[src/rtl/slave_spi_capture.sv]
// Slave-side SPI pin capture: synchronises the raw bus into pclk, deserialises MOSI/MISO
// into words framed by CS, and queues completed word pairs in a small FIFO.
module slave_spi_capture #(
  parameter int DATA_WIDTH  = 8,
  parameter int CPOL        = 0,
  parameter int CPHA        = 0,
  parameter int MSB_FIRST   = 1,
  parameter int FIFO_DEPTH  = 4,
  parameter int SYNC_STAGES = 2
) (
  input  logic                            pclk,
  input  logic                            areset,
  input  logic                            sclk,
  input  logic                            cs,
  input  logic                            mosi0,
  input  logic                            miso0,
  output logic                            word_valid,
  input  logic                            word_ready,
  output logic [DATA_WIDTH-1:0]           mosi_word,
  output logic [DATA_WIDTH-1:0]           miso_word,
  output logic [$clog2(FIFO_DEPTH):0]     fifo_count,
  output logic                            overflow,
  output logic                            partial_err,
  output logic                            frame_done,
  output logic [15:0]                     frame_words,
  output logic                            busy
);

  localparam int   PTR_W    = $clog2(FIFO_DEPTH);
  localparam int   CNT_W    = PTR_W + 1;
  localparam int   BIT_W    = $clog2(DATA_WIDTH);
  localparam logic IDLE_LVL = 1'(CPOL);
  localparam logic [BIT_W-1:0] LAST_BIT = BIT_W'(DATA_WIDTH - 1);
  localparam logic [CNT_W-1:0] FULL_CNT = CNT_W'(FIFO_DEPTH);

  typedef enum logic [1:0] {
    ST_RESYNC = 2'd0,
    ST_IDLE   = 2'd1,
    ST_SHIFT  = 2'd2
  } state_t;

  // Places a new bit into a word according to the configured bit order.
  function automatic logic [DATA_WIDTH-1:0] shift_in(input logic [DATA_WIDTH-1:0] sr,
                                                      input logic b);
    if (MSB_FIRST != 0)
      shift_in = {sr[DATA_WIDTH-2:0], b};
    else
      shift_in = {b, sr[DATA_WIDTH-1:1]};
  endfunction

  logic [SYNC_STAGES-1:0] sclk_sync_p0;
  logic [SYNC_STAGES-1:0] cs_sync_p0;
  logic [SYNC_STAGES-1:0] mosi_sync_p0;
  logic [SYNC_STAGES-1:0] miso_sync_p0;
  logic                   sclk_s;
  logic                   cs_s;
  logic                   mosi_s;
  logic                   miso_s;
  logic                   sclk_d;

  logic                   lead_edge;
  logic                   trail_edge;
  logic                   sample_edge;

  state_t                 state;
  logic [BIT_W-1:0]       bit_cnt;
  logic [DATA_WIDTH-1:0]  mosi_sr_p1;
  logic [DATA_WIDTH-1:0]  miso_sr_p1;
  logic                   shift_now;
  logic                   push_now;
  logic [DATA_WIDTH-1:0]  push_mosi;
  logic [DATA_WIDTH-1:0]  push_miso;

  logic [DATA_WIDTH-1:0]  mosi_mem [FIFO_DEPTH];
  logic [DATA_WIDTH-1:0]  miso_mem [FIFO_DEPTH];
  logic [PTR_W-1:0]       wr_ptr;
  logic [PTR_W-1:0]       rd_ptr;
  logic [CNT_W-1:0]       count;
  logic                   fifo_full;
  logic                   pop;
  logic                   push_ok;

  // Stage p0: raw pins into the pclk domain
  always_ff @(posedge pclk) begin
    if (areset) begin
      sclk_sync_p0 <= '0;
      cs_sync_p0   <= '0;
      mosi_sync_p0 <= '0;
      miso_sync_p0 <= '0;
      sclk_d       <= 1'b0;
    end else begin
      sclk_sync_p0 <= {sclk_sync_p0[SYNC_STAGES-2:0], sclk};
      cs_sync_p0   <= {cs_sync_p0[SYNC_STAGES-2:0], cs};
      mosi_sync_p0 <= {mosi_sync_p0[SYNC_STAGES-2:0], mosi0};
      miso_sync_p0 <= {miso_sync_p0[SYNC_STAGES-2:0], miso0};
      sclk_d       <= sclk_s;
    end
  end

  assign sclk_s = sclk_sync_p0[SYNC_STAGES-1];
  assign cs_s   = cs_sync_p0[SYNC_STAGES-1];
  assign mosi_s = mosi_sync_p0[SYNC_STAGES-1];
  assign miso_s = miso_sync_p0[SYNC_STAGES-1];

  always_comb begin
    lead_edge   = (sclk_d == IDLE_LVL) && (sclk_s != IDLE_LVL);
    trail_edge  = (sclk_d != IDLE_LVL) && (sclk_s == IDLE_LVL);
    sample_edge = (CPHA != 0) ? trail_edge : lead_edge;
  end

  // A CS rise takes priority over a coincident sample edge.
  always_comb begin
    shift_now = (state == ST_SHIFT) && !cs_s && sample_edge;
    push_now  = shift_now && (bit_cnt == LAST_BIT);
    push_mosi = shift_in(mosi_sr_p1, mosi_s);
    push_miso = shift_in(miso_sr_p1, miso_s);
  end

  // Stage p1: frame FSM and deserialiser
  always_ff @(posedge pclk) begin
    if (areset) begin
      state       <= ST_RESYNC;
      bit_cnt     <= '0;
      frame_words <= '0;
      frame_done  <= 1'b0;
      partial_err <= 1'b0;
    end else begin
      frame_done  <= 1'b0;
      partial_err <= 1'b0;
      case (state)
        ST_RESYNC: begin
          if (cs_s) state <= ST_IDLE;
        end
        ST_IDLE: begin
          if (!cs_s) begin
            state       <= ST_SHIFT;
            bit_cnt     <= '0;
            frame_words <= '0;
          end
        end
        ST_SHIFT: begin
          if (cs_s) begin
            state       <= ST_IDLE;
            frame_done  <= 1'b1;
            partial_err <= (bit_cnt != '0);
          end else if (sample_edge) begin
            if (bit_cnt == LAST_BIT) begin
              bit_cnt <= '0;
              if (frame_words != 16'hFFFF) frame_words <= frame_words + 16'd1;
            end else begin
              bit_cnt <= bit_cnt + 1'b1;
            end
          end
        end
        default: state <= ST_RESYNC;
      endcase
    end
  end

  always_ff @(posedge pclk) begin
    if (shift_now) begin
      mosi_sr_p1 <= push_mosi;
      miso_sr_p1 <= push_miso;
    end
  end

  assign busy = (state == ST_SHIFT);

  // Stage p2: word FIFO
  always_comb begin
    fifo_full = (count == FULL_CNT);
    pop       = word_valid && word_ready;
    push_ok   = push_now && (!fifo_full || pop);
  end

  always_ff @(posedge pclk) begin
    if (areset) begin
      wr_ptr   <= '0;
      rd_ptr   <= '0;
      count    <= '0;
      overflow <= 1'b0;
    end else begin
      if (push_ok) wr_ptr <= wr_ptr + 1'b1;
      if (pop)     rd_ptr <= rd_ptr + 1'b1;
      case ({push_ok, pop})
        2'b10:   count <= count + 1'b1;
        2'b01:   count <= count - 1'b1;
        default: count <= count;
      endcase
      if (push_now && fifo_full && !pop) overflow <= 1'b1;
    end
  end

  always_ff @(posedge pclk) begin
    if (push_ok) begin
      mosi_mem[wr_ptr] <= push_mosi;
      miso_mem[wr_ptr] <= push_miso;
    end
  end

  // Head is gated so an empty FIFO never exposes stale or uninitialised storage.
  assign word_valid = (count != '0);
  assign fifo_count = count;
  assign mosi_word  = word_valid ? mosi_mem[rd_ptr] : '0;
  assign miso_word  = word_valid ? miso_mem[rd_ptr] : '0;

endmodule

[config.mk]
export PLATFORM = sky130hd
export DESIGN_NAME = slave_spi_capture
export DESIGN_NICKNAME = d
export VERILOG_FILES = /design/src/rtl/slave_spi_capture.sv
export SDC_FILE = /design/constraint.sdc
export NUM_CORES = 1
export LEC_CHECK = 0
export CORE_ASPECT_RATIO = 0.8
export CORE_MARGIN = 2
export CORE_UTILIZATION = 50
export CTS_CLUSTER_SIZE = 28
export DETAILED_ROUTE_END_ITERATION = 16
export PLACE_DENSITY = 0.71
export SYNTH_ARGS = -nofsm -noshare
export SYNTH_HDL_FRONTEND = slang
export SYNTH_SLANG_ARGS = --single-unit
[constraint.sdc]
create_clock -name pclk -period 3.4 [get_ports pclk]
set_input_delay 0.68 -clock pclk [delete_from_list [all_inputs] [get_ports pclk]]
set_output_delay 0.68 -clock pclk [all_outputs]
set_load 0.03 [all_outputs]
==> metrics.md <==
| Metric | Value |
|---|---|
| Final period utilization | 0.9002 |
| Worst path arrival time | 2.38 ns |
| H-tree level count | 4 |
| Via count | 2,915 |
| Std cell rows | 32 |
| Worst vdd ir | 0.3176 mV |
| Vias in the first global route | 2,811 |
| Design area | 6051 sq um |
| Final core area utilization | 0.6350 |
| Clock root buffer | clkbuf_16 |
| Clk slew on worst S/H paths | 0.06 ns |
| Final setup vio count | 0 |
| Clk sink count | 120 |
| Critical path class | reg -> out |
| Vert. Die Dim | 91.98 um |
| Port bufs | 46 |
| # DRC | 0 |
| Clock tree buffer depth | 2 |
| Die outline area | 10,480 sq um |
| Fin Clk Skew | 0.01751 ns |
| CTS Buf Count | 17 |
| Setup ws final | 0.3392 ns |
| DR WL/cell | 17.01 um |
| CTS hold repair buffers | 0 |
| TNS Setup | 0 ns |
| Worst slew pin tran | 0.8326 ns |
| Synth Flop Type | edfxtp_1 |
| WP buf/inv | 1 |
| Total global-route track usage | 0.1848 |
| Vias per inst | 5.521 |
| Min-Delay Path Class | reg -> reg |
| RSZ-0062 raised after global routing | false |
| Die Wd | 114.0 um |
| Post-CTS sizing | 0 |
| CP peak stage delay | 0.70 ns |
| Slew HR | 0.4412 |
| GR Overflow Total | 0 |
| Cell leakage power | 2.008 nW |
| Pwr dens | 565.0 nW/um^2 |
| Initial antenna violation count | 0 |
| Endpoint class of the critical path | output pin |
| Pre-CTS setup slack | 0.6009 ns |
| Ys async rst share | 0 |
| Max Clk Rate | 326.7 MHz |
| Worst path cell trace | or3_1, and2_1, clkdlybuf4s50_1 |
| I/O Pins | 47 |
| Starting DRT DRC Count | 181 |
| Clock latency on the worst-skew pair | 0.41 ns |
| WP data required | 2.72 ns |
| CP Launch Type | flip-flop |
| Synth Cell Area | 4837 sq um |
| Final hold viol count | 0 |
| Core outline area | 9529 sq um |
| Pre-antenna DRT Iters | 4 |
| Tmin final | 3.061 ns |
| Seq cells post-synth | 120 |
| CTS tree | yes |
| DRT antenna net count | 0 |
| Post-synthesis cell count | 339 |
| Status | finished, final reports clean |
| Post-synth EDFFs | 78 |
| Cell family with most CP delay | simple AND/OR/NAND/NOR gates |
| # nets final | 412 |
| First-pass GRT wire length | 14,410 um |
| Placed cell count | 496 |
| Setup bufs post-CTS | 0 |
| Syn. warnings | 0 |
| Mapped Avg Cell Area | 14.27 sq um |
| CP Max Fanout | 20 |
| Initial core utilization | 0.5076 |
| Final Max Tran Viols | 0 |
| Largest net degree at the start of global routing | 21 |
| Slowest cell on the critical path | clkdlybuf4s50_1 |
| RePlAce Congestion | 0.8145 |
| Yosys cell types | 50 |
| Max cap viols | 0 |
| DRT Wirelength | 8979 um |
| Placed inst area | 5434 sq um |
| N_diodes | 0 |
| Sequential share of the synthesized area | 0.6580 |
| Synth Net Count | 355 |
| Layout area overhead | 25.09% |
| Layout cells sized above 1 | 0.1589 |
| DP HPWL | 5491 um |
| Layout Cells excl Fill | 528 |
cells in the mapped netlist, drive strengths merged (8+ instances only):
| cell | number | share of area |
|---|---|---|
| edfxtp | 78 | 0.48 |
| dfxtp | 42 | 0.17 |
| nor2 | 23 | 0.018 |
| and2 | 20 | 0.026 |
| a21oi | 17 | 0.018 |
| mux4 | 16 | 0.074 |
| nor2b | 12 | 0.016 |
| clkbuf | 11 | 0.0085 |
| o21ai | 11 | 0.011 |
| nand2b | 9 | 0.013 |
| ha | 8 | 0.021 |
| inv | 8 | 0.0062 |
| nand3 | 8 | 0.0083 |
power breakdown:
group,switching [mW],internal (mW)
combinational,0.0219,0.0173
sequential,0.00527,1.54
clock,0.664,1.17
logic make-up (layout without fill, tap and decap cells):
| group | count (synthesis) | after routing | share of synthesized area |
|---|---|---|---|
| xor+xnor | 11 | 11 | 0.01992 |
| fa+ha+maj | 9 | 9 | 0.02483 |
| flops | 120 | 120 | 0.6580 |
| compound gates | 45 | 45 | 0.05949 |
| simple gates | 112 | 112 | 0.1384 |
| buf+inv | 25 | 95 | 0.02276 |
| mux | 17 | 17 | 0.07657 |
registers in the layout, indices dropped and copies added (netlist names), named ones only:
| register | count |
|---|---|
| miso_mem | 32 |
| mosi_mem | 32 |
| frame_words | 16 |
| miso_sr_p1 | 7 |
| mosi_sr_p1 | 7 |
| bit_cnt | 3 |
| fifo_count | 3 |
| cs_sync_p0 | 2 |
| miso_sync_p0 | 2 |
| mosi_sync_p0 | 2 |
| rd_ptr | 2 |
| sclk_sync_p0 | 2 |
| state | 2 |
| wr_ptr | 2 |
| frame_done | 1 |
| overflow | 1 |
| partial_err | 1 |
| sclk_d | 1 |
worst register-to-register path, stage by stage, from the launching register on:
cell and delay [ns]:
dfxtp_1 0.32, ha_1 0.20, ha_1 0.23, nand2b_4 0.10
or2_1 0.34, nand3_1 0.15, fa_1 0.44, or3_1 0.39
a31o_1 0.21, o21ba_1 0.15
path summary, 6_finish.rpt:
path | depth (start not counted) | slack (ns) | end | startpoint
worst min register to register | 1 | 0.43 | sclk_sync_p0[1] | sclk_sync_p0[0]
worst max-delay path | 3 | 0.34 | mosi_word[5] | fifo_count[0]
worst max register to register | 9 | 0.77 | fifo_count[2] | bit_cnt[0]
worst min-delay path | 1 | 0.43 | sclk_sync_p0[1] | sclk_sync_p0[0]
metrics by stage:
stage | hold slack (ns) | power, mW
after floorplan | 0.4138 | 1.602
after global placement | 0.4219 | 1.616
after detailed placement | 0.4301 | 1.617
after CTS | 0.4336 | 3.450
after global routing | 0.4495 | 3.517
final | 0.4293 | 3.418
cell type report:
cell class / count / area [sq um]
Clock buffer: 17 / 425.4
Clock inverter: 15 / 191.4
Fill cell: 694 / 3478
Inverter: 8 / 30.03
Multi-Input combinational cell: 194 / 1544
Sequential cell: 120 / 3183
Tap cell: 119 / 148.9
Timing Repair Buffer: 55 / 528.0
cells in the final DEF (no fill, tap or decap), types with 4 or more instances in the layout:
master | netlist | routed
nor2b_1 | 12 | 12
ha_1 | 8 | 8
clkdlybuf4s50_1 | 0 | 46
xor2_1 | 4 | 4
and2_1 | 20 | 20
clkbuf_16 | 0 | 17
and4_1 | 5 | 5
nand3_1 | 8 | 8
inv_1 | 7 | 7
edfxtp_1 | 78 | 78
dfxtp_1 | 42 | 42
nand4_1 | 7 | 7
buf_4 | 1 | 9
mux4_2 | 16 | 16
or3_1 | 5 | 5
nor2_1 | 22 | 22
clkinv_4 | 0 | 5
a21oi_1 | 17 | 17
o21ai_0 | 8 | 8
nand2_1 | 7 | 7
nand2b_1 | 8 | 8
xnor2_1 | 7 | 7
per-layer routing:
layer	track usage	up-vias	part of all wire
li1	-	1384	-
met1	0.2532	1461	0.47
met2	0.2832	64	0.48
met3	0.04825	6	0.032
met4	0.07419	0	0.0091
met5	0	-	0
No activity file was read; power rests on OpenSTA's default activity.
